## src/rtl/axil_decoder.sv

```systemverilog
// ---------------------------------------------------------------------------
// axil_decoder
//
// Address-decoding demultiplexer for AXI4-Lite. It connects one upstream
// master to NUM_SLAVES downstream register slaves. Slave i owns the region
// BASE_ADDR + i * 2**REGION_BITS. Any access outside every region is answered
// locally with DECERR (2'b11), and no slave ever sees it.
//
// The read and write channels are independent, and each one allows a single
// outstanding transaction. Both channels may target the same slave at once.
//
// Ports (N = NUM_SLAVES, AW = ADDR_WIDTH):
//   i_clk, i_reset               clock; synchronous active-high reset
//   Upstream read:
//     i_s_axi_arvalid, o_s_axi_arready, i_s_axi_araddr[AW]
//     o_s_axi_rvalid, i_s_axi_rready, o_s_axi_rdata[32], o_s_axi_rresp[2]
//   Upstream write:
//     i_s_axi_awvalid, o_s_axi_awready, i_s_axi_awaddr[AW]
//     i_s_axi_wvalid, o_s_axi_wready, i_s_axi_wdata[32], i_s_axi_wstrb[4]
//     o_s_axi_bvalid, i_s_axi_bready, o_s_axi_bresp[2]
//   Downstream, broadcast to every slave:
//     o_m_axi_araddr, o_m_axi_awaddr, o_m_axi_wdata, o_m_axi_wstrb
//   Downstream, one bit per slave (one-hot outputs):
//     o_m_axi_{ar,aw,w}valid, i_m_axi_{ar,aw,w}ready
//     i_m_axi_rvalid, o_m_axi_rready, i_m_axi_bvalid, o_m_axi_bready
//     i_m_axi_rdata[N][32], i_m_axi_rresp[N][2], i_m_axi_bresp[N][2]
// ---------------------------------------------------------------------------
module axil_decoder #(
  parameter int unsigned ADDR_WIDTH  = 32,
  parameter int unsigned NUM_SLAVES  = 4,
  parameter logic [ADDR_WIDTH-1:0] BASE_ADDR = '0,
  parameter int unsigned REGION_BITS = 12
) (
  input  logic                        i_clk,
  input  logic                        i_reset,
  // Upstream read address / data
  input  logic                        i_s_axi_arvalid,
  output logic                        o_s_axi_arready,
  input  logic [ADDR_WIDTH-1:0]       i_s_axi_araddr,
  output logic                        o_s_axi_rvalid,
  input  logic                        i_s_axi_rready,
  output logic [31:0]                 o_s_axi_rdata,
  output logic [1:0]                  o_s_axi_rresp,
  // Upstream write address / data / response
  input  logic                        i_s_axi_awvalid,
  output logic                        o_s_axi_awready,
  input  logic [ADDR_WIDTH-1:0]       i_s_axi_awaddr,
  input  logic                        i_s_axi_wvalid,
  output logic                        o_s_axi_wready,
  input  logic [31:0]                 i_s_axi_wdata,
  input  logic [3:0]                  i_s_axi_wstrb,
  output logic                        o_s_axi_bvalid,
  input  logic                        i_s_axi_bready,
  output logic [1:0]                  o_s_axi_bresp,
  // Downstream broadcast payload
  output logic [ADDR_WIDTH-1:0]       o_m_axi_araddr,
  output logic [ADDR_WIDTH-1:0]       o_m_axi_awaddr,
  output logic [31:0]                 o_m_axi_wdata,
  output logic [3:0]                  o_m_axi_wstrb,
  // Downstream per-slave handshakes
  output logic [NUM_SLAVES-1:0]       o_m_axi_arvalid,
  input  logic [NUM_SLAVES-1:0]       i_m_axi_arready,
  output logic [NUM_SLAVES-1:0]       o_m_axi_awvalid,
  input  logic [NUM_SLAVES-1:0]       i_m_axi_awready,
  output logic [NUM_SLAVES-1:0]       o_m_axi_wvalid,
  input  logic [NUM_SLAVES-1:0]       i_m_axi_wready,
  input  logic [NUM_SLAVES-1:0]       i_m_axi_rvalid,
  output logic [NUM_SLAVES-1:0]       o_m_axi_rready,
  input  logic [NUM_SLAVES-1:0][31:0] i_m_axi_rdata,
  input  logic [NUM_SLAVES-1:0][1:0]  i_m_axi_rresp,
  input  logic [NUM_SLAVES-1:0]       i_m_axi_bvalid,
  output logic [NUM_SLAVES-1:0]       o_m_axi_bready,
  input  logic [NUM_SLAVES-1:0][1:0]  i_m_axi_bresp
);

  localparam int unsigned IdxW = (NUM_SLAVES > 1) ? $clog2(NUM_SLAVES) : 1;
  localparam logic [1:0] RespDecErr = 2'b11;

  // -------------------------------------------------------------------------
  // Address decode. The offset is taken at full address width, so the region
  // index that results is compared before it is narrowed. High addresses
  // therefore cannot alias back onto a valid slave.
  // -------------------------------------------------------------------------
  function automatic logic f_hit(input logic [ADDR_WIDTH-1:0] addr);
    logic [ADDR_WIDTH-1:0] off;
    off = addr - BASE_ADDR;
    return (addr >= BASE_ADDR) && ((off >> REGION_BITS) < ADDR_WIDTH'(NUM_SLAVES));
  endfunction

  function automatic logic [IdxW-1:0] f_idx(input logic [ADDR_WIDTH-1:0] addr);
    logic [ADDR_WIDTH-1:0] off;
    off = addr - BASE_ADDR;
    return IdxW'(off >> REGION_BITS);
  endfunction

  // -------------------------------------------------------------------------
  // Read channel
  // -------------------------------------------------------------------------
  typedef enum logic [1:0] {RIdle, RAddr, RData, RErr} r_state_e;

  r_state_e              r_rstate;
  r_state_e              w_rstate_next;
  logic [ADDR_WIDTH-1:0] r_araddr;
  logic [IdxW-1:0]       r_ridx;
  logic                  w_ar_hs;

  always_comb begin
    w_rstate_next   = r_rstate;
    o_s_axi_arready = 1'b0;
    o_s_axi_rvalid  = 1'b0;
    o_s_axi_rdata   = '0;
    o_s_axi_rresp   = '0;
    o_m_axi_arvalid = '0;
    o_m_axi_rready  = '0;
    // While reset is high, every output stays at its reset value, including
    // those of a transaction that is still in flight.
    if (!i_reset) begin
      unique case (r_rstate)
        RIdle: begin
          o_s_axi_arready = 1'b1;
          if (i_s_axi_arvalid) begin
            w_rstate_next = f_hit(i_s_axi_araddr) ? RAddr : RErr;
          end
        end
        RAddr: begin
          o_m_axi_arvalid[r_ridx] = 1'b1;
          if (i_m_axi_arready[r_ridx]) begin
            w_rstate_next = RData;
          end
        end
        RData: begin
          o_s_axi_rvalid         = i_m_axi_rvalid[r_ridx];
          o_s_axi_rdata          = i_m_axi_rdata[r_ridx];
          o_s_axi_rresp          = i_m_axi_rresp[r_ridx];
          o_m_axi_rready[r_ridx] = i_s_axi_rready;
          if (i_m_axi_rvalid[r_ridx] && i_s_axi_rready) begin
            w_rstate_next = RIdle;
          end
        end
        RErr: begin
          o_s_axi_rvalid = 1'b1;
          o_s_axi_rresp  = RespDecErr;
          if (i_s_axi_rready) begin
            w_rstate_next = RIdle;
          end
        end
        default: w_rstate_next = RIdle;
      endcase
    end
  end

  assign w_ar_hs        = o_s_axi_arready && i_s_axi_arvalid;
  assign o_m_axi_araddr = r_araddr;

  always_ff @(posedge i_clk) begin
    if (i_reset) begin
      r_rstate <= RIdle;
      r_araddr <= '0;
      r_ridx   <= '0;
    end else begin
      r_rstate <= w_rstate_next;
      if (w_ar_hs) begin
        r_araddr <= i_s_axi_araddr;
        r_ridx   <= f_idx(i_s_axi_araddr);
      end
    end
  end

  // -------------------------------------------------------------------------
  // Write channel
  // AW and W are captured independently while the channel is idle. Once both
  // are held, the decision between forwarding and DECERR is made from the
  // latched hit flag.
  // -------------------------------------------------------------------------
  typedef enum logic [1:0] {WIdle, WFwd, WResp, WErr} w_state_e;

  w_state_e              r_wstate;
  w_state_e              w_wstate_next;
  logic                  r_aw_got;
  logic                  r_w_got;
  logic                  r_aw_pend;
  logic                  r_w_pend;
  logic                  r_whit;
  logic [IdxW-1:0]       r_widx;
  logic [ADDR_WIDTH-1:0] r_awaddr;
  logic [31:0]           r_wdata;
  logic [3:0]            r_wstrb;
  logic                  w_aw_hs;
  logic                  w_w_hs;
  logic                  w_both_got;
  logic                  w_m_aw_done;
  logic                  w_m_w_done;

  assign w_both_got = r_aw_got && r_w_got;

  always_comb begin
    w_wstate_next   = r_wstate;
    o_s_axi_awready = 1'b0;
    o_s_axi_wready  = 1'b0;
    o_s_axi_bvalid  = 1'b0;
    o_s_axi_bresp   = '0;
    o_m_axi_awvalid = '0;
    o_m_axi_wvalid  = '0;
    o_m_axi_bready  = '0;
    w_m_aw_done     = 1'b0;
    w_m_w_done      = 1'b0;
    if (!i_reset) begin
      unique case (r_wstate)
        WIdle: begin
          o_s_axi_awready = !r_aw_got;
          o_s_axi_wready  = !r_w_got;
          if (w_both_got) begin
            w_wstate_next = r_whit ? WFwd : WErr;
          end
        end
        WFwd: begin
          // Address and data each finish on their own handshake.
          o_m_axi_awvalid[r_widx] = r_aw_pend;
          o_m_axi_wvalid[r_widx]  = r_w_pend;
          w_m_aw_done = !r_aw_pend || i_m_axi_awready[r_widx];
          w_m_w_done  = !r_w_pend || i_m_axi_wready[r_widx];
          if (w_m_aw_done && w_m_w_done) begin
            w_wstate_next = WResp;
          end
        end
        WResp: begin
          o_s_axi_bvalid         = i_m_axi_bvalid[r_widx];
          o_s_axi_bresp          = i_m_axi_bresp[r_widx];
          o_m_axi_bready[r_widx] = i_s_axi_bready;
          if (i_m_axi_bvalid[r_widx] && i_s_axi_bready) begin
            w_wstate_next = WIdle;
          end
        end
        WErr: begin
          o_s_axi_bvalid = 1'b1;
          o_s_axi_bresp  = RespDecErr;
          if (i_s_axi_bready) begin
            w_wstate_next = WIdle;
          end
        end
        default: w_wstate_next = WIdle;
      endcase
    end
  end

  assign w_aw_hs        = o_s_axi_awready && i_s_axi_awvalid;
  assign w_w_hs         = o_s_axi_wready && i_s_axi_wvalid;
  assign o_m_axi_awaddr = r_awaddr;
  assign o_m_axi_wdata  = r_wdata;
  assign o_m_axi_wstrb  = r_wstrb;

  always_ff @(posedge i_clk) begin
    if (i_reset) begin
      r_wstate  <= WIdle;
      r_aw_got  <= 1'b0;
      r_w_got   <= 1'b0;
      r_aw_pend <= 1'b0;
      r_w_pend  <= 1'b0;
      r_whit    <= 1'b0;
      r_widx    <= '0;
      r_awaddr  <= '0;
      r_wdata   <= '0;
      r_wstrb   <= '0;
    end else begin
      r_wstate <= w_wstate_next;
      if (w_aw_hs) begin
        r_aw_got <= 1'b1;
        r_awaddr <= i_s_axi_awaddr;
        r_widx   <= f_idx(i_s_axi_awaddr);
        r_whit   <= f_hit(i_s_axi_awaddr);
      end
      if (w_w_hs) begin
        r_w_got <= 1'b1;
        r_wdata <= i_s_axi_wdata;
        r_wstrb <= i_s_axi_wstrb;
      end
      // Leaving idle: release the capture flags and arm both downstream
      // valids. The pending flags are only used on the forwarding path.
      if (r_wstate == WIdle && w_both_got) begin
        r_aw_got  <= 1'b0;
        r_w_got   <= 1'b0;
        r_aw_pend <= r_whit;
        r_w_pend  <= r_whit;
      end
      if (r_wstate == WFwd) begin
        if (r_aw_pend && i_m_axi_awready[r_widx]) begin
          r_aw_pend <= 1'b0;
        end
        if (r_w_pend && i_m_axi_wready[r_widx]) begin
          r_w_pend <= 1'b0;
        end
      end
    end
  end

endmodule

```

## config.mk

```make
export PLATFORM = sky130hd
export DESIGN_NAME = axil_decoder
export DESIGN_NICKNAME = d
export VERILOG_FILES = /design/src/rtl/axil_decoder.sv
export SDC_FILE = /design/constraint.sdc
export NUM_CORES = 1
export LEC_CHECK = 0
export ABC_AREA = 1
export CORE_AREA = 2 2 168 170
export CTS_CLUSTER_SIZE = 25
export DETAILED_ROUTE_END_ITERATION = 8
export DIE_AREA = 0 0 170 172
export PLACE_DENSITY = 0.62
export SYNTH_ARGS = -nofsm -noshare
export SYNTH_HDL_FRONTEND = slang
export SYNTH_SLANG_ARGS = --single-unit
```

## constraint.sdc

```tcl
create_clock -name i_clk -period 1.27 [get_ports i_clk]
set_input_delay 0.254 -clock i_clk [delete_from_list [all_inputs] [get_ports i_clk]]
set_output_delay 0.254 -clock i_clk [all_outputs]
set_load 0.005 [all_outputs]
```

==> impl_metrics.ini, run 1 <==
[run_status]
outcome = finished, violations left
failed_checks = setup timing

[worst_setup_path]
slowest_delay_ns = 0.37
critPathSlowestCell = dfxtp_4
crit_path_end_kind = output port
critPathLaunchType = flop
crit_required_ns = 1.02
path_cells = buf_6, nor2_4, buf_12, buf_12, a22oi_2, a21oi_2, buf_2
worstPathMaxFanout = 6
crit_buf_inv = 4
arrival_ns = 1.72
crit_top_cell = buf_12
path_delay_family = buffers and inverters
worst-setup-path-type = flop to output port

[power]
power-per-cell-area_mw_per_mm2 = 1141
power.leakage_nw = 5.828
ir_worst_vdd_uv = 593.4

[global_route]
grt_pass1_vias = 7953
grt_max_degree = 36
gr-total-overflow = 0
grt_pass1_wl_um = 46000
antenna_found_initial = 4
track_usage_pct = 20.76

[die]
die_h_um = 172
core_mm2 = 0.02748
num_io_pins = 432
fp-row-count = 61
fp.dieW_um = 170
dieArea_mm2 = 0.02924
initial_core_util_pct = 19.64

[sta]
rsz0062_at_grt = yes
period_share_pct = 155.3
setup_viol = 173
clock_skew_ns = 0.01529
worst_slack_ns = -0.7023
worstMarginPinSlew_ns = 0.6092
slew_violations = 0
finalHoldViolCount = 0
clock.fmax_ghz = 0.5070
period_minus_slack_ns = 1.972
relSlewSlack_pct = 59.39

[finish]
final_cells = 1701
mostFrequentLayoutCells = clkdlybuf4s50_1 (268), nand2_1 (104), a21oi_2 (84)
fill_cells = 2484
utilization_pct = 51.44
drive_gt1_share_pct = 53.55
final_common_cell = clkdlybuf4s50_1
fin_area_mm2 = 0.01413
nNetsFinal = 1621
area_growth_syn_to_layout_pct = 161.8

[clock_network]
cts_tree = yes
clock_sinks = 109
h-tree-depth = 3
clock_latency_ns = 0.36
path_clk_slew_ns = 0.08
hold_buffers = 0
root_buffer = clkbuf_16
numCtsBuffers = 9
clk_path_buf_depth = 2

[yosys]
yosysTopAreaCellShare_pct = 40.43
syn-num-nets = 1044
synthFlopType = dfxtp_1
synthArstFlopShare_pct = 0
synthCells = 773
yosys_warnings = 0
synth_seq_cells = 109
synth-edff-count = 0
synth.distinct_cells = 30
syn_avg_cell_area_um2 = 6.983
ys_seq_area_share_pct = 40.43
yosys.area.top_type = dfxtp_1
synth_area_leaders = dfxtp_1 (40%), nand2_1 (17%), a21oi_1 (9.8%)
netlist_area_mm2 = 0.005398

[place]
dp_cells = 1584
placed_cell_area_mm2 = 0.01068
detailed_place_hpwl_um = 22650
gp_congestion = 0.8381
io_buffers = 431

[routing]
vias_per_cell = 4.773
wire_per_inst_um = 20.19
firstDrtPassIters = 4
drc = 0
drtIter0Drc = 395
wl_um = 34340
drtAntennaViolNets = 0
vias = 8119

[run]
cap_violations = 0

[hold_path]
hold_path.class = input pin to flop
synthesized netlist by cell type, drive strengths merged (2+ instances only):
cell type  instances
dfxtp            109
a41oi              4
a22oi             64
nand2            244
clkinv             2
nand4              2
clkbuf            21
a21oi            107
inv               29
nor3              23
nand3             48
nor2              40
o21ai             41
buf               34
tightest hold or removal path: cells and delay by family:
kind | cells | cell delay [ns]
AOI/OAI and AO/OA | 1 | 0.04
buffers and inverters | 1 | 0.22
and+or+nand+nor | 1 | 0.12
stage by stage:
step	total power, mW	hold WS, ns	setup WS (ns)	setup TNS [ns]
detailed placement	9.642	0.4526	-0.8462	-78.47
finish	16.12	0.3240	-0.7023	-62.32
floorplan	6.444	0.3666	-0.05496	-1.666
CTS	14.92	0.2983	-0.7452	-61.85
global placement	9.617	0.4477	-0.8506	-77.78
global route	16.92	0.3332	-0.7793	-73.75
flip-flops by register name, indices dropped and copies added (netlist names):
register and count:
o_m_axi_awaddr 31, r_rstate 2, o_m_axi_wstrb 4, o_m_axi_araddr 32, r_aw_got 1, r_widx 1
r_w_got 1, r_aw_pend 1, r_whit 1, o_m_axi_wdata 32, r_wstate 2, r_w_pend 1
final cells by class:
type / count / area (µm²) / share of cell area [%]
Tap cell: 346 / 432.9 / 3.063
Timing Repair Buffer: 621 / 6302 / 44.59
Antenna cell: 1 / 2.502 / 0.01771
Inverter: 31 / 166.4 / 1.177
Multi-Input combinational cell: 578 / 4686 / 33.15
Clock buffer: 9 / 225.2 / 1.593
Sequential cell: 109 / 2265 / 16.02
Clock inverter: 6 / 53.80 / 0.3807
layer usage:
layer  routed length, µm  vias to the layer above  track usage (%)  part of all wire (%)
met4                1366                        6            8.881                   4.0
met2               17670                      318            37.28                    51
li1                    -                     3804                -                     -
met1               12830                     3920            23.13                    37
met5                  50                        -                0                  0.15
met3                2420                       71            5.631                   7.0
kinds of logic (layout without fill, tap and decap cells):
family,after synthesis,count (layout),synth area share (%)
buffers and inverters,86,667,8.020
AO/OA/AOI/OAI,218,218,23.60
AND/OR/NAND/NOR,360,360,27.96
other,0,1,0
flip-flops,109,109,40.43
path summary, 6_finish.rpt:
path	startpoint	to	slack, ns	cells after the start
setup / recovery	o_m_axi_araddr[12]	o_s_axi_rdata[5]	-0.70	7
hold / removal	i_s_axi_wvalid	o_m_axi_wdata[27]	0.32	3
setup reg to reg	r_wstate[0]	o_m_axi_wdata[23]	-0.38	12
hold reg to reg	o_m_axi_awaddr[18]	o_m_axi_awaddr[18]	0.45	2
power by group:
part	switching (mW)	total [mW]	internal (mW)	leakage [nW]
Sequential	0.348	4.27	3.92	0.917
Combinational	4.21	9.04	4.83	4.77
Clock	1.45	2.82	1.37	0.140
what timing repair did:
item                       4_1_cts  5_1_grt
resized for setup              798      286
cloned                          21        7
setup endpoints to repair      268      189
pin swaps                      120      112
buffers inserted                55       31
(Power assumes the default switching activity.)
==> run 2, diff against run 1 <==
Settings changed: CORE_AREA 2 2 168 170 to 2 2 166 168, CTS_BUF_LIST set to sky130_fd_sc_hd__clkbuf_4, DIE_AREA 0 0 170 172 to 0 0 168 170, PLACE_DENSITY 0.62 to 0.63.
==> impl_metrics.ini, run 2 (same netlist as run 1, synthesis figures left out) <==
[finish]
drive_gt1_share_pct = 57.89
fill_cells = 2442
fin_area_mm2 = 0.01383
mostFrequentLayoutCells = clkdlybuf4s50_1 (269), nand2_1 (144), buf_6 (141)
nNetsFinal = 1648
utilization_pct = 51.91
final_common_cell = clkdlybuf4s50_1
area_growth_syn_to_layout_pct = 156.3
final_cells = 1724

[sta]
setup_viol = 176
worst_slack_ns = -0.8779
period_minus_slack_ns = 2.148
clock_skew_ns = 0.02510
clock.fmax_ghz = 0.4656
worstMarginPinSlew_ns = 0.5750
period_share_pct = 169.1
finalHoldViolCount = 0
tns_ns = -68.37
relSlewSlack_pct = 61.67
timing.hold.ws_ns = 0.2738
rsz0062_at_grt = yes
slew_violations = 0

[clock_network]
clock_latency_ns = 0.50
clock_sinks = 109
root_buffer = clkbuf_4
clk_path_buf_depth = 2
hold_buffers = 0
numCtsBuffers = 9
path_clk_slew_ns = 0.19
cts_tree = yes
h-tree-depth = 3

[die]
fp.dieW_um = 168
fp-row-count = 60
core_mm2 = 0.02665
die_h_um = 170
initial_core_util_pct = 20.25
dieArea_mm2 = 0.02856
num_io_pins = 432

[place]
detailed_place_hpwl_um = 21610
placed_cell_area_mm2 = 0.01069
dpl_worst_slack_ns = -0.9364
io_buffers = 431
gp_congestion = 0.9151
dp_cells = 1584

[power]
p_int_mw = 9.361
power_frac_comb_pct = 58.2
p_total_mw = 15.03
clkPwrFrac_pct = 13.3
p_switching_mw = 5.670
p_seq_share_pct = 28.5
power-per-cell-area_mw_per_mm2 = 1087
swShare_pct = 37.72
ir_worst_vdd_uv = 708.3
power.leakage_nw = 5.718

[global_route]
grt_pass1_vias = 7963
antenna_found_initial = 1
track_usage_pct = 20.68
grt_pass1_wl_um = 45620
gr-total-overflow = 0
grt_max_degree = 35

[worst_setup_path]
critPathSlowestCell = dfxtp_4
worst-setup-path-type = flop to output port
crit_top_cell = buf_4
critPathLaunchType = flop
path_cells = buf_6, nor2_4, buf_12, buf_4, a22oi_1, a21oi_1, buf_4
worstPathMaxFanout = 12
arrival_ns = 1.89
slowest_delay_ns = 0.41
crit_required_ns = 1.02
r2r-start = r_wstate[0]
crit_path_end_kind = output port
cp-startpoint = o_m_axi_araddr[13]

[routing]
highest_layer = met4
wire_per_inst_um = 18.98
drtAntennaViolNets = 0
firstDrtPassIters = 5
drtIter0Drc = 265
vias = 8086
vias_per_cell = 4.690
drt-met1-wl_um = 12360
routed-wl-met2_um = 16440
drc = 0
dr_wl_met3_um = 2543
wl_um = 32730

[hold_path]
hold_path.class = input pin to flop
min_from = i_reset

[run_status]
failed_checks = setup timing
outcome = finished, violations left

[run]
cap_violations = 0
[run 2: cell types whose count changed in the layout (fill, tap and decap cells not counted), moves of 12 or more]
cell           delta
buf_6            +82
a21oi_2          -30
buf_4            +30
nand2_2          -21
nand3_2          -12
nand2_1          +40
dfxtp_2          +39
nand2_4          -17
buf_2            +19
a21oi_1          +30
nand3_1          +15
dfxtp_1          -46
dlygate4sd2_1    -80
[run 2: final timing paths]
path | end | slack [ns] | cells after the start
min | r_widx[0] | 0.27 | 5
max | o_s_axi_rdata[31] | -0.88 | 7
max reg2reg | o_m_axi_wdata[29] | -0.36 | 10
min reg2reg | o_m_axi_wdata[29] | 0.47 | 2
[run 2: power by group through the flow]
stage | logic, mW | clock network, mW | registers (mW)
global placement | 5.37 | 0 | 4.17
CTS | 7.54 | 2.10 | 4.24
finish | 8.75 | 1.99 | 4.29
detailed placement | 5.40 | 0 | 4.19
global route | 9.29 | 2.26 | 4.34
floorplan | 2.22 | 0 | 4.22
[run 2: cell type report]
cell class / instances / area [µm²] / share of cell area (%)
Tap cell: 341 / 426.7 / 3.084
Clock buffer: 9 / 67.56 / 0.4884
Sequential cell: 109 / 2340 / 16.91
Clock inverter: 7 / 88.84 / 0.6422
Inverter: 31 / 168.9 / 1.221
Timing Repair Buffer: 647 / 6487 / 46.90
Timing Repair inverter: 1 / 6.256 / 0.04522
Multi-Input combinational cell: 578 / 4245 / 30.69
Antenna cell: 1 / 2.502 / 0.01809
[run 2: routing by layer]
layer  GRT usage [%]  vias to the layer above
met3           6.000                       63
li1                -                     3857
met5               0                        -
met2           36.49                      326
met4           8.998                        0
met1           23.23                     3840
[run 2: worst max-delay path, delay by kind of cell, from the launching register on]
kind	cells	cell delay, ns
compound gates	2	0.29
buf+inv	4	0.59
simple gates	1	0.13
flops	1	0.41
[run 2: timing repair]
action / 4_1_cts / 5_1_grt
pin swaps: 58 / 80
resized for setup: 1048 / 331
endpoints found under the setup margin: 268 / 267
cloned: 20 / 3
buffers inserted: 73 / 53
==> variant, RTL diff (settings of run 2) <==
Change the parameter `ADDR_WIDTH` from 32 to 16.
--- a/src/rtl/axil_decoder.sv
+++ b/src/rtl/axil_decoder.sv
@@ -26,7 +26,7 @@
 //     i_m_axi_rdata[N][32], i_m_axi_rresp[N][2], i_m_axi_bresp[N][2]
 // ---------------------------------------------------------------------------
 module axil_decoder #(
-  parameter int unsigned ADDR_WIDTH  = 32,
+  parameter int unsigned ADDR_WIDTH  = 16,
   parameter int unsigned NUM_SLAVES  = 4,
   parameter logic [ADDR_WIDTH-1:0] BASE_ADDR = '0,
   parameter int unsigned REGION_BITS = 12
Interface: changed (resized i_s_axi_araddr, i_s_axi_awaddr, o_m_axi_araddr and o_m_axi_awaddr); port bits go from 432 to 368. The function was not compared with the original's and may differ.
==> variant against run 2 <==
  * The flow still finishes with violations (negative setup slack)
  * Design area shrank 17%
  * Total power is 16% lower
  * Area after synthesis decreased by 14%
  * Wire length decreased by 14%
  * Via count decreased by 18%
  * Sequential share of layout area shrank 2.6 points
  * Fmax up 0.51%
  * Register-to-register slack lost 0.05 ns
  * Setup slack gained 0.011 ns
  * Sequential cell count down 32
  * Largest power group unchanged
==> variant: results (changes against run 2) <==
stage	metric	value	unit	change
drt	drt_iter0_markers	233		-12%
synthesis	yosysTopAreaCellShare	0.3310		-0.07326
synthesis	ys_warn_count	0		unchanged
layout	nets	1389		-16%
cts	cts_buffers	9		unchanged
grt	grt_pass1_vias	6757		-15%
grt	grtUsageTotal	0.1767		-0.03014
grt	grt_max_degree	36		+2.9%
synthesis	synth.area.top_cells	dfxtp_1 33%, nand2_1 18%, a21oi_2 7.1%, nand3_2 6.2%, a22oi_1 5.2%		
power	comb-power	8.06	mW	-7.9%
critical_path	critical_path_arrival	1.88	ns	
placed_design	dpl.hpwl	18.51	mm	-14%
drt	vias_per_cell	4.451		-5.1%
synthesis	syn-num-nets	883		-15%
power	p_int	7.782	mW	-17%
sta	final.setup_skew	0.02260	ns	-0.002499 ns
synthesis	synth.yosys.seq_area_share	0.3310		-0.07326
synthesis	ys_types	32		+6.7%
layout	largest_reg_flops	32		
grt	antenna_found_initial	1		unchanged
sta	fin_ws	-0.8670	ns	+0.01092 ns
placed_design	routabilityCongestion	0.8150		-11%
power	vdd_ir_drop_max	0.0006987	V	-1.4%
synthesis	ys_async_sr_fraction	0		unchanged
placed_design	port_buffers	367		-15%
cts	cts.clk_slew.worst_paths	0.15	ns	-0.04 ns
status	violations	negative setup slack		
placed_design	post-place-ws	-0.9279	ns	+0.008421 ns
power	p_sw_frac	0.3846		+0.007329
grt	grt_pass1_wl	38.59	mm	-15%
drt	drt_pre_antenna_iters	4		-1
cts	clockRootBuffer	clkbuf_4		
drt	post_drt_wl_per_cell	18.87	um	-0.62%
layout	n_fill_cell	2606		+6.7%
power	p_leak	4.653	nW	-19%
critical_path	cp_max_fo	8		-4
status	status	complete, but fails checks		
cts	cts_max_level	3		unchanged
cts	clockBufferDepth	2		unchanged
placed_design	place_area	0.009334	mm^2	-13%
sta	setup_viol	142		-19%
synthesis	synth_common_cells	228 x nand2_1, 77 x dfxtp_1, 38 x a21oi_2		
layout	drive_gt1_frac	0.5818		+0.002947
critical_path	end_kind	primary output		
sta	relSlewSlack	0.7584		+0.1418
power	p_seq	3.02	mW	-30%
cts	clock_latency	0.47	ns	-0.03 ns
## variant: changes by cell type after synthesis, moves of 31 or more
| cell | change |
|---|---|
| a22oi_1 | -32 |
| nand3_1 | -34 |
| a31oi_1 | +31 |
| dfxtp_1 | -32 |
| a21oi_1 | -85 |
| a21oi_2 | +37 |
## variant: path summary, 6_finish.rpt
kind / start / endpoint / slack (ns) / depth (start not counted)
max: o_m_axi_araddr[12]$_SDFFE_PP0P_ / o_s_axi_rdata[19] / -0.87 / 7
min: i_s_axi_wvalid / o_m_axi_wdata[18]$_SDFFE_PP0P_ / 0.15 / 3
min reg2reg: o_m_axi_wdata[23]$_SDFFE_PP0P_ / o_m_axi_wdata[23]$_SDFFE_PP0P_ / 0.47 / 2
max reg2reg: o_m_axi_araddr[13]$_SDFFE_PP0P_ / r_rstate[0]$_SDFFE_PP0P_ / -0.41 / 13
## variant: worst max-delay path: stages (launching register included)
cell and delay [ns]:
dfxtp_4 0.42, nor2_4 0.20, buf_12 0.17, buf_6 0.11, a22oi_2 0.06, buf_4 0.14
a31oi_4 0.16, buf_2 0.15
## variant: final cells by class
class	count	area (um^2)	area share
flip-flops and latches	77	1643	0.1427
diodes	1	2.502	0.0002174
clock inverters	6	53.80	0.004674
repair buffers	539	5300	0.4604
well taps	341	426.7	0.03707
clock buffers	10	75.07	0.006522
multi-input cells	489	3837	0.3334
inverters	34	172.7	0.01500
## variant: layer usage
metal | track usage | up-vias | routed length, um
li1 | - | 3187 | -
met1 | 0.1906 | 3140 | 10480
met2 | 0.3239 | 286 | 14510
met3 | 0.05605 | 50 | 2222
met4 | 0.06389 | 0 | 1033
met5 | 0 | - | 0
## variant: repair_timing
| item | 4_1_cts | 5_1_grt |
|---|---|---|
| gates resized for setup | 784 | 184 |
| hold buffers | 0 | 0 |
| cloned | 11 | 12 |
| pin swaps | 50 | 49 |
| setup buffers | 57 | 29 |
| endpoints found under the setup margin | 205 | 148 |
## variant: kinds of logic after synthesis
logic type,after synthesis,synth area share
DFF,77,0.3310
AOI/OAI and AO/OA,156,0.2284
and+or+nand+nor,333,0.3420
buffers and inverters,78,0.09860
## variant: stage by stage
stage / cells / hold slack [ns] / TNS (ns) / utilization
after detailed placement: 1388 / 0.4523 / -68.69 / 0.3502
after global routing: 1497 / 0.09741 / -74.75 / 0.4319
after CTS: 1472 / 0.09327 / -64.80 / 0.3969
after floorplan: 644 / 0.3666 / -3.793 / -
after global placement: 1388 / 0.4474 / -68.04 / 0.3502
final: 1497 / 0.1515 / -60.76 / 0.4319
